### config.mk
export PLATFORM = sky130hd
export DESIGN_NAME = alu_writeback
export DESIGN_NICKNAME = d
export VERILOG_FILES = /design/src/rtl/alu_writeback.sv
export SDC_FILE = /design/constraint.sdc
export NUM_CORES = 1
export LEC_CHECK = 0
export ABC_AREA = 1
export CAP_MARGIN = 30
export CORE_AREA = 2 2 85 87
export DETAILED_ROUTE_END_ITERATION = 10
export DIE_AREA = 0 0 87 89
export PLACE_DENSITY = 0.81
export SLEW_MARGIN = 20
export SYNTH_ARGS = -nofsm -noshare
export SYNTH_HDL_FRONTEND = slang
export SYNTH_SLANG_ARGS = --single-unit
### constraint.sdc
create_clock -name i_clk -period 5.45 [get_ports i_clk]
set_input_delay 1.635 -clock i_clk [delete_from_list [all_inputs] [get_ports i_clk]]
set_output_delay 1.635 -clock i_clk [all_outputs]
set_load 0.005 [all_outputs]
### src/rtl/alu_writeback.sv
// ALU result writeback: routes a result to the register file, the PC or memory.
// Optional status flag register is built when WB_FLAGS_EN is defined.
module alu_writeback #(
    parameter int WIDTH = 16,
    parameter int RA_W  = 3
) (
    input  logic             i_clk,
    input  logic             i_rst,
    input  logic             i_wb_valid,
    output logic             o_wb_ready,
    input  logic [2:0]       i_wb_sel,
    input  logic [WIDTH-1:0] i_alu_out,
    input  logic [3:0]       i_alu_flags,
    input  logic             i_flag_we,
    input  logic [RA_W-1:0]  i_rd_addr,
    input  logic [WIDTH-1:0] i_mar,
    output logic             o_reg_we,
    output logic [RA_W-1:0]  o_reg_waddr,
    output logic [WIDTH-1:0] o_reg_wdata,
    output logic             o_pc_we,
    output logic [WIDTH-1:0] o_pc_wdata,
    output logic             o_mem_req,
    output logic             o_mem_we,
    output logic [WIDTH-1:0] o_mem_addr,
    output logic [WIDTH-1:0] o_mem_wdata,
    input  logic             i_mem_ack,
    input  logic [WIDTH-1:0] i_mem_rdata,
    output logic [3:0]       o_sr_flags,
    output logic             o_sel_err
);

    localparam logic [1:0] S_IDLE   = 2'd0;
    localparam logic [1:0] S_COMMIT = 2'd1;
    localparam logic [1:0] S_MEM    = 2'd2;
    localparam logic [1:0] S_RDWB   = 2'd3;

    localparam logic [2:0] SEL_REG  = 3'b001;
    localparam logic [2:0] SEL_PC   = 3'b010;
    localparam logic [2:0] SEL_MWR  = 3'b011;
    localparam logic [2:0] SEL_MRD  = 3'b100;

    logic [1:0]       r_state;
    logic [2:0]       r_sel;
    logic [WIDTH-1:0] r_alu;
    logic [WIDTH-1:0] r_mar;
    logic [WIDTH-1:0] r_rdata;
    logic [RA_W-1:0]  r_rd;

    logic w_accept;
    logic w_commit;
    logic w_is_mem;
    logic w_is_rsv;
    logic w_done;

    assign w_accept = i_wb_valid && (r_state == S_IDLE);
    assign w_commit = (r_state == S_COMMIT);
    assign w_is_mem = (r_sel == SEL_MWR) || (r_sel == SEL_MRD);
    assign w_is_rsv = (r_sel > SEL_MRD);
    assign w_done   = o_mem_req && i_mem_ack;

    always_ff @(posedge i_clk or posedge i_rst) begin
        if (i_rst) begin
            r_state <= S_IDLE;
            r_sel   <= '0;
            r_alu   <= '0;
            r_mar   <= '0;
            r_rdata <= '0;
            r_rd    <= '0;
        end else begin
            case (r_state)
                S_IDLE: begin
                    if (w_accept) begin
                        r_sel   <= i_wb_sel;
                        r_alu   <= i_alu_out;
                        r_mar   <= i_mar;
                        r_rd    <= i_rd_addr;
                        r_state <= S_COMMIT;
                    end
                end
                S_COMMIT, S_MEM: begin
                    if (!w_is_mem) begin
                        r_state <= S_IDLE;
                    end else if (w_done) begin
                        if (r_sel == SEL_MRD) begin
                            r_rdata <= i_mem_rdata;
                            r_state <= S_RDWB;
                        end else begin
                            r_state <= S_IDLE;
                        end
                    end else begin
                        r_state <= S_MEM;
                    end
                end
                S_RDWB:  r_state <= S_IDLE;
                default: r_state <= S_IDLE;
            endcase
        end
    end

    assign o_wb_ready  = (r_state == S_IDLE);
    assign o_reg_we    = (w_commit && r_sel == SEL_REG) || (r_state == S_RDWB);
    assign o_reg_waddr = r_rd;
    assign o_reg_wdata = (r_state == S_RDWB) ? r_rdata : r_alu;
    assign o_pc_we     = w_commit && (r_sel == SEL_PC);
    assign o_pc_wdata  = r_alu;
    assign o_sel_err   = w_commit && w_is_rsv;

    // Memory outputs come straight from captured state so they hold through MEM.
    assign o_mem_req   = w_is_mem && (w_commit || r_state == S_MEM);
    assign o_mem_we    = o_mem_req && (r_sel == SEL_MWR);
    assign o_mem_addr  = (r_sel == SEL_MWR) ? r_mar : r_alu;
    assign o_mem_wdata = r_alu;

`ifdef WB_FLAGS_EN
    logic [3:0] r_flags;
    logic [3:0] r_sr;
    logic       r_fwe;

    always_ff @(posedge i_clk or posedge i_rst) begin
        if (i_rst) begin
            r_flags <= '0;
            r_fwe   <= 1'b0;
            r_sr    <= '0;
        end else begin
            if (w_accept) begin
                r_flags <= i_alu_flags;
                r_fwe   <= i_flag_we;
            end
            if (w_commit && r_fwe) begin
                r_sr <= r_flags;
            end
        end
    end

    assign o_sr_flags = r_sr;
`else
    logic w_unused_flags;
    assign w_unused_flags = ^{i_alu_flags, i_flag_we};
    assign o_sr_flags     = 4'b0000;
`endif

endmodule

==> Yosys cells after proc, flatten, opt, wreduce, memory -nomap -nowiden <==
Cells that the tools add are included.
{ "totals": {"ff_bits": 56, "out_inout_bits": 77, "input_bits": 63, "elab_cells": 36} }
{ "classes": {"n_lt_le_gt_ge": 1, "n_mux": 7, "eq_ne": 8, "reduce_logical": 14} }
{ "op_table": {"columns": ["operator", "n"], "rows": [
  ["16-bit two-way mux", 2],
  ["2-bit two-way mux", 4],
  ["1-bit logical AND", 7],
  ["3-bit by 2-bit == test with 1-bit output, second input constant", 2],
  ["2-bit case mux with 3 select lines", 1],
  ["2-bit == test, second input constant", 2],
  ["4-bit AND reduction", 1],
  ["3-bit by 1-bit == test with 1-bit output, second input constant", 1],
  ["3-bit == test, second input constant", 1],
  ["3-bit greater-than comparator, second input constant", 1],
  ["1-bit logical OR", 3],
  ["2-bit by 1-bit == test with 1-bit output, second input constant", 1],
  ["2-bit zero test", 1],
  ["2-bit by 1-bit != test with 1-bit output, second input constant", 1],
  ["2-bit AND reduction", 1],
  ["2-bit OR reduction", 1]
]} }

==> Logic depth before layout (Yosys ltp) <==
Gate-level depths: netlist (run 1).
{ "depth": {"depth_word": 7, "depth_mapped": 6, "ltp_nobuf": 6} }

==> Worst setup path after synthesis (run 1) <==
No wires, ideal clock.
{ "synth_path": {"kind": "register to output", "startpoint": "register r_state[0]", "endpoint": "output port o_reg_wdata[11]", "setup_slack_ps": 2781, "required_time_ps": 3815, "n_path_buf": 1, "stages_incl_launch_ff": 4, "arrival_ps": 1034, "path_cell_list": "dfrtp_1 -> ha_1 -> clkbuf_1 -> o21ai_0"} }
{ "synth_via": {"elab_chain_len": 2} }
{ "synth_lines": {"columns": ["item", "line", "source"], "rows": [
  ["start, declared", "42", "logic [1:0] r_state;"],
  ["start signal, assigned", "63", "r_state <= S_IDLE;"],
  ["start signal, assigned", "77", "r_state <= S_COMMIT;"],
  ["start signal, assigned", "82", "r_state <= S_IDLE;"],
  ["2-bit == test", "103", "assign o_reg_wdata = (r_state == S_RDWB) ? r_rdata : r_alu;"],
  ["16-bit two-way mux", "103", null],
  ["end, declared", "19", "output logic [WIDTH-1:0] o_reg_wdata,"]
]} }
Every way passes these cells.

==> Worst setup path after layout (run 1) <==
{ "layout_path": {"startpoint": "register r_state[0]", "endpoint": "output port o_reg_wdata[10]"} }
Same word-level chain as after synthesis.

==> impl_metrics.env, run 1 <==
export IMPL_outcome="complete, no violations"
export IMPL_synth_adder_area_share_pct=1.25
export IMPL_dr_total_vias=2366
export IMPL_critPathArrivalTime_ns=2.13
export IMPL_postCtsHoldBufs=0
export IMPL_htree_levels=2
export IMPL_worst_path_stages=4
export IMPL_seq_area_frac_synth_pct=46.7
export IMPL_period_needed_ns=3.77
export IMPL_cp_max_fo=20
export IMPL_core_area_sq_um=6720
export IMPL_fp_row_count=30
export IMPL_reg2reg_setup_slack_ns=3.29
export IMPL_maxCapViolations=0
export IMPL_p_leak_nw=1.93
export IMPL_synth_most_common_cell="dfrtp_1"
export IMPL_yosys_register_bits=56
export IMPL_path_buf_inv=2
export IMPL_place_congestion=0.829
export IMPL_synth_compound_gate_area_share_pct=15.9
export IMPL_synth_area_top_cells="dfrtp_1, o21ai_2, mux2_2"
export IMPL_critPathSlowestCell="clkdlybuf4s50_1"
export IMPL_min_path_type="reg -> reg"
export IMPL_max_stage_delay_ns=0.56
export IMPL_yosysTopAreaCell="dfrtp_1"
export IMPL_synthSimpleGateAreaFrac_pct=15.2
export IMPL_yosysWarnings=0
export IMPL_grt_total_usage_pct=17.5
export IMPL_grt_max_degree=43
export IMPL_clk_latency_ns=0.30
export IMPL_dr_first_iter_drc_count=71
export IMPL_synthTopCellsByCount="dfrtp_1, inv_1, nand2_1"
export IMPL_setup_worst_path_start="r_state[0]$_DFFE_PP0P_"
export IMPL_grt_pass1_vias=2140
export IMPL_post_drt_wl_per_cell_microns=13.8
export IMPL_clk_path_buf_depth=2
export IMPL_synth_top_area_share_pct=46.7
export IMPL_postSynthCellCount=320
export IMPL_synth_edf_count=0
export IMPL_fp_dieArea_sq_um=7740
export IMPL_worstPathRequired_ns=3.82
export IMPL_crit_path_end="o_reg_wdata[10]"
export IMPL_n_fill_cell=564
export IMPL_areaGrowthSynthToFinish_pct=41.6
export IMPL_final_area_sq_um=4250
export IMPL_grt_remaining_overflow=0
export IMPL_ctsResizeCount=0
export IMPL_clockRootBuffer="clkbuf_8"
export IMPL_timing_rr_end="r_mar[8]$_DFFE_PP0P_"
export IMPL_drt_wl_total_microns=7030
export IMPL_critPathTopFamily="buffers and inverters"
export IMPL_tightest_slew_ns=0.813
export IMPL_power_density_nw_per_um2=560
export IMPL_path_clk_slew_ns=0.10
export IMPL_place_area_sq_um=4160
export IMPL_numCtsBuffers=5
export IMPL_viasPerCell=4.66
export IMPL_slew_viol_final=0
export IMPL_syn_avg_cell_area_sq_um=9.38
export IMPL_drc=0
export IMPL_fin_ws_ns=1.68
export IMPL_drive_gt1_share_pct=20.6
export IMPL_rsz0062_at_grt="no"
export IMPL_cts_tree="built"
export IMPL_diodes=0
export IMPL_io_pins=140
export IMPL_start_util_pct=44.7
export IMPL_cp_start_kind="register"
export IMPL_final_nets=494
export IMPL_relSlewSlack_pct=45.7
export IMPL_hpwl_microns=5390
export IMPL_ant_nets=0
export IMPL_post_cts_buffers=0
export IMPL_synth_top_family_by_area="compound AO/OA/AOI/OAI gates"
export IMPL_ir_drop_uv=254
export IMPL_port_buffers=130
export IMPL_rr_worst_depth=5
export IMPL_antenna_found_initial=0
export IMPL_synthFlopType="dfrtp_1"
export IMPL_finalHoldViolations=0
export IMPL_crit_path_cell_trace="ha_1 > buf_6 > o21ai_0 > clkdlybuf4s50_1"
export IMPL_r2r_start="r_state[0]$_DFFE_PP0P_"
export IMPL_cp_end_kind="output port"
export IMPL_skew_ns=0.00395
export IMPL_die_w_microns=87
export IMPL_setup_viol=0
export IMPL_cts_sink_count=56
export IMPL_synth_mux_area_share_pct=6.00
export IMPL_async_reset_ff_share_pct=100
export IMPL_fmax_mhz=265
export IMPL_finalSetupTns_ns=0
export IMPL_yosysUniqueCellTypes=28
export IMPL_synthesis_area_sq_um=3000
export IMPL_crit_type="reg -> out"
export IMPL_grt_pass1_wl_microns=10400
export IMPL_drt_pass1_iterations=4
export IMPL_dp_slack_ns=1.83
export IMPL_synthXorXnorAreaFrac_pct=0
export IMPL_die_height_microns=89
export IMPL_min_period_over_period_pct=69.1
==> state kept, by name (all words and copies together) (netlist names) <==
name / flops
o_mem_wdata: 16
o_reg_waddr: 3
r_mar: 16
r_rdata: 16
r_sel: 3
r_state: 2
==> cells in the final DEF (no fill, tap or decap), types with 3 or more instances in the layout <==
cell type        synthesis  layout
inv_1                   44      43
o21ai_0                 16      16
ha_1                     3       3
clkdlybuf4s50_1          0     130
clkbuf_8                 0       5
nand3_1                  4       4
nor2_1                  26      26
a21oi_2                 10      10
nor2_2                   9       9
dfrtp_1                 56      56
conb_1                   1       4
nand2_1                 31      31
a21oi_1                 22      22
o21ai_2                 21      21
nand2_2                 15      15
mux2_2                  16      16
==> stage by stage <==
stage	util, %	hold slack (ns)	total power [W]	cells
after floorplan	-	0.455	0.00150	323
after global placement	61.9	0.466	0.00214	500
after detailed placement	61.9	0.473	0.00218	500
after CTS	63.1	0.497	0.00241	507
after global routing	63.3	0.518	0.00255	508
final	63.3	0.492	0.00238	508
==> where the power goes <==
| group | total [W] | switching (W) | internal (W) |
|---|---|---|---|
| registers | 0.000770 | 0.000155 | 0.000614 |
| logic | 0.00139 | 0.000581 | 0.000809 |
| clock network | 0.000222 | 0.000134 | 0.0000875 |
==> how the worst min path moves through the flow <==
stage                            startpoint                 endpoint  depth (start not counted)
global route        r_rdata[10]$_DFFE_PP0P_  r_rdata[10]$_DFFE_PP0P_                          2
floorplan           r_rdata[14]$_DFFE_PP0P_  r_rdata[14]$_DFFE_PP0P_                          2
CTS                 r_rdata[14]$_DFFE_PP0P_  r_rdata[14]$_DFFE_PP0P_                          2
detailed placement  r_rdata[10]$_DFFE_PP0P_  r_rdata[10]$_DFFE_PP0P_                          2
global placement    r_rdata[14]$_DFFE_PP0P_  r_rdata[14]$_DFFE_PP0P_                          2
finish              r_rdata[14]$_DFFE_PP0P_  r_rdata[14]$_DFFE_PP0P_                          2
==> cells by family (layout without fill, tap and decap cells) <==
family	after synthesis	in the layout
AND/OR/NAND/NOR	93	93
other	1	4
adder cells (fa/ha/maj)	3	3
multiplexers	16	16
AO/OA/AOI/OAI	70	70
flip-flops	56	56
buffers and inverters	81	186
==> layout make-up <==
class                      instances  area, sq um  share of cell area (%)
sequential                        56         1400                    33.0
timing repair buffer             133         1330                    31.2
multi-input combinational        186         1170                    27.5
inverter                          46          174                    4.09
tap                               80          100                    2.35
clock buffer                       5         68.8                    1.62
clock inverter                     2         12.5                   0.294
==> per-layer routing <==
metal / up-vias / track usage [%] / wire length, microns
met4: 0 / 4.83 / 95
met2: 67 / 28.9 / 3400
met5: - / 0 / 0
met1: 1094 / 23.8 / 3250
li1: 1198 / - / -
met3: 7 / 3.32 / 274
==> worst min-delay path, stage by stage, from the launching register on <==
cell     delay (ns)
dfrtp_1        0.35
nand2_1        0.06
o21ai_2        0.05
Power figures use the tool's default switching activity.
==> inputs of run 2 (changes only) <==
--- a/config.mk
+++ b/config.mk
@@ -7,10 +7,10 @@
 export LEC_CHECK = 0
 export ABC_AREA = 1
 export CAP_MARGIN = 30
-export CORE_AREA = 2 2 85 87
+export CORE_AREA = 2 2 94 96
 export DETAILED_ROUTE_END_ITERATION = 10
-export DIE_AREA = 0 0 87 89
-export PLACE_DENSITY = 0.81
+export DIE_AREA = 0 0 96 98
+export PLACE_DENSITY = 0.7
 export SLEW_MARGIN = 20
 export SYNTH_ARGS = -nofsm -noshare
 export SYNTH_HDL_FRONTEND = slang
==> constraint.sdc (replaced) <==
create_clock -name i_clk -period 3.08 [get_ports i_clk]
set_input_delay 0.924 -clock i_clk [delete_from_list [all_inputs] [get_ports i_clk]]
set_output_delay 0.924 -clock i_clk [all_outputs]
set_load 0.005 [all_outputs]
==> run 2 against run 1 <==
Non-clock buffer count is 2 higher. Global-route usage is 2.3 points lower. Register-to-register slack worse by 2.1 ns. Clock-buffer cell count is 1 higher. Critical path depth stayed put. Worst setup slack worse by 1.5 ns. Clock power is 130% higher. Sequential power is 77% higher. Worst hold slack better by 0.00070 ns.
==> impl_metrics.env, run 2 (same netlist as run 1, synthesis figures left out) <==
export IMPL_outcome="complete, no violations"
export IMPL_clockRootBuffer="clkbuf_8"
export IMPL_io_pins=140
export IMPL_worstPathRequired_ns=2.16
export IMPL_place_congestion=0.799
export IMPL_viasPerCell=4.41
export IMPL_fmax_mhz=342
export IMPL_post_cts_buffers=0
export IMPL_final_cell_mix="clkdlybuf4s50_1, dfrtp_1, inv_1"
export IMPL_finalSetupTns_ns=0
export IMPL_port_buffers=130
export IMPL_hold_end="r_rdata[13]$_DFFE_PP0P_"
export IMPL_clk_latency_ns=0.31
export IMPL_path_clk_slew_ns=0.09
export IMPL_ant_nets=0
export IMPL_grt_max_degree=34
export IMPL_rsz0062_at_grt="no"
export IMPL_start_util_pct=35.5
export IMPL_fp_row_count=34
export IMPL_numCtsBuffers=5
export IMPL_maxCapViolations=0
export IMPL_relSlewSlack_pct=53.9
export IMPL_fp_dieArea_sq_um=9410
export IMPL_hp_start="r_rdata[13]$_DFFE_PP0P_"
export IMPL_tightest_slew_ns=0.690
export IMPL_cp_max_fo=30
export IMPL_wl_met3_microns=326
export IMPL_dr_first_iter_drc_count=76
export IMPL_slew_viol_final=0
export IMPL_min_path_type="reg -> reg"
export IMPL_grt_pass1_wl_microns=11200
export IMPL_ir_drop_uv=341
export IMPL_crit_type="reg -> out"
export IMPL_min_path_cells=2
export IMPL_drt_pass1_iterations=4
export IMPL_finalHoldWorstSlack_ns=0.493
export IMPL_min_period_over_period_pct=94.9
export IMPL_rr_worst_depth=5
export IMPL_drive_gt1_share_pct=21.1
export IMPL_r2r_start="r_state[0]$_DFFE_PP0P_"
export IMPL_diodes=0
export IMPL_utilization_pct=51.6
export IMPL_postCtsHoldBufs=0
export IMPL_grt_pass1_vias=2332
export IMPL_htree_levels=2
export IMPL_drc=0
export IMPL_post_drt_wl_per_cell_microns=12.9
export IMPL_ctsResizeCount=0
export IMPL_cp_start_kind="register"
export IMPL_areaGrowthSynthToFinish_pct=45.6
export IMPL_cts_tree="built"
export IMPL_routed_top_layer="met4"
export IMPL_skew_ns=0.0103
export IMPL_grt_remaining_overflow=0
export IMPL_met1_length_microns=3260
export IMPL_finalHoldViolations=0
export IMPL_wl_met2_microns=3290
export IMPL_die_w_microns=96
export IMPL_cp_end_kind="output port"
export IMPL_die_height_microns=98
export IMPL_reg2reg_setup_slack_ns=1.17
export IMPL_clk_path_buf_depth=2
export IMPL_core_area_sq_um=8470
export IMPL_p_leak_nw=1.96
export IMPL_final_nets=496
export IMPL_period_needed_ns=2.92
export IMPL_power_density_nw_per_um2=995
export IMPL_finalPower_w=0.00435
export IMPL_drt_wl_total_microns=6970
export IMPL_fin_ws_ns=0.158
export IMPL_timing_rr_end="r_rdata[15]$_DFFE_PP0P_"
export IMPL_setup_viol=0
export IMPL_antenna_found_initial=0
export IMPL_hpwl_microns=5480
export IMPL_dp_slack_ns=0.385
export IMPL_grt_total_usage_pct=15.2
export IMPL_dr_total_vias=2375
export IMPL_cts_sink_count=56
export IMPL_critPathArrivalTime_ns=2.00
export IMPL_layout_commonest_cell="clkdlybuf4s50_1"
-- run 2: cell count changes in the layout (fill, tap and decap cells not counted) --
cell	previous run	this run
buf_12	0	2
clkinv_4	0	1
nand2_4	1	0
bufinv_16	0	1
clkinv_2	2	1
clkinvlp_4	1	0
clkbuf_8	5	6
buf_4	2	3
buf_6	1	0
nand2_8	0	1
-- run 2: worst max-delay path by stage --
stage	slack (ns)	startpoint	cells after the start	endpoint
detailed placement	0.39	r_sel[0]$_DFFE_PP0P_	6	o_mem_addr[7]
finish	0.16	r_state[0]$_DFFE_PP0P_	4	o_reg_wdata[12]
floorplan	0.78	i_rst	1	o_mem_wdata[0]$_DFFE_PP0P_
CTS	0.03	r_sel[0]$_DFFE_PP0P_	6	o_mem_addr[7]
global route	0.04	r_state[0]$_DFFE_PP0P_	4	o_reg_wdata[11]
global placement	0.39	r_sel[1]$_DFFE_PP0P_	6	o_mem_addr[7]
-- run 2: layout make-up --
class / instances / area (sq um)
Multi-Input combinational cell: 186 / 1180
Clock buffer: 6 / 82.6
Fill cell: 803 / 4090
Timing Repair Buffer: 135 / 1360
Tap cell: 108 / 135
Inverter: 46 / 174
Clock inverter: 2 / 38.8
Sequential cell: 56 / 1400
-- run 2: where the power goes --
group,total (W),internal (W),switching (W)
Sequential,0.00136,0.00109,0.000270
Combinational,0.00249,0.00146,0.00103
Clock,0.000504,0.000266,0.000238
-- run 2: per-layer routing --
metal / vias to the layer above / global-route usage (%)
li1: 1200 / -
met1: 1096 / 20.9
met2: 70 / 24.7
met3: 9 / 2.55
met4: 0 / 4.07
met5: - / 0
-- run 2: stage by stage --
stage | area (sq um) | instances
6_report | 4370 | 539
5_1_grt | 4370 | 539
4_1_cts | 4360 | 539
3_5_place_dp | 4240 | 531
3_3_place_gp | 4240 | 531
2_1_floorplan | 3010 | 323
-- run 2: worst max-delay path, stage by stage, from the launching register on --
cell,delay (ns)
dfrtp_1,0.43
ha_1,0.25
buf_4,0.23
o21ai_0,0.24
clkdlybuf4s50_1,0.54
==> inputs of run 3 (changes only) <==
--- a/config.mk
+++ b/config.mk
@@ -10,6 +10,7 @@
 export CORE_AREA = 2 2 94 96
 export DETAILED_ROUTE_END_ITERATION = 10
 export DIE_AREA = 0 0 96 98
+export GPL_ROUTABILITY_DRIVEN = 0
 export PLACE_DENSITY = 0.7
 export SLEW_MARGIN = 20
 export SYNTH_ARGS = -nofsm -noshare
==> results of run 3 <==
Final layout, timing and power as in run 2 (identical DEF).
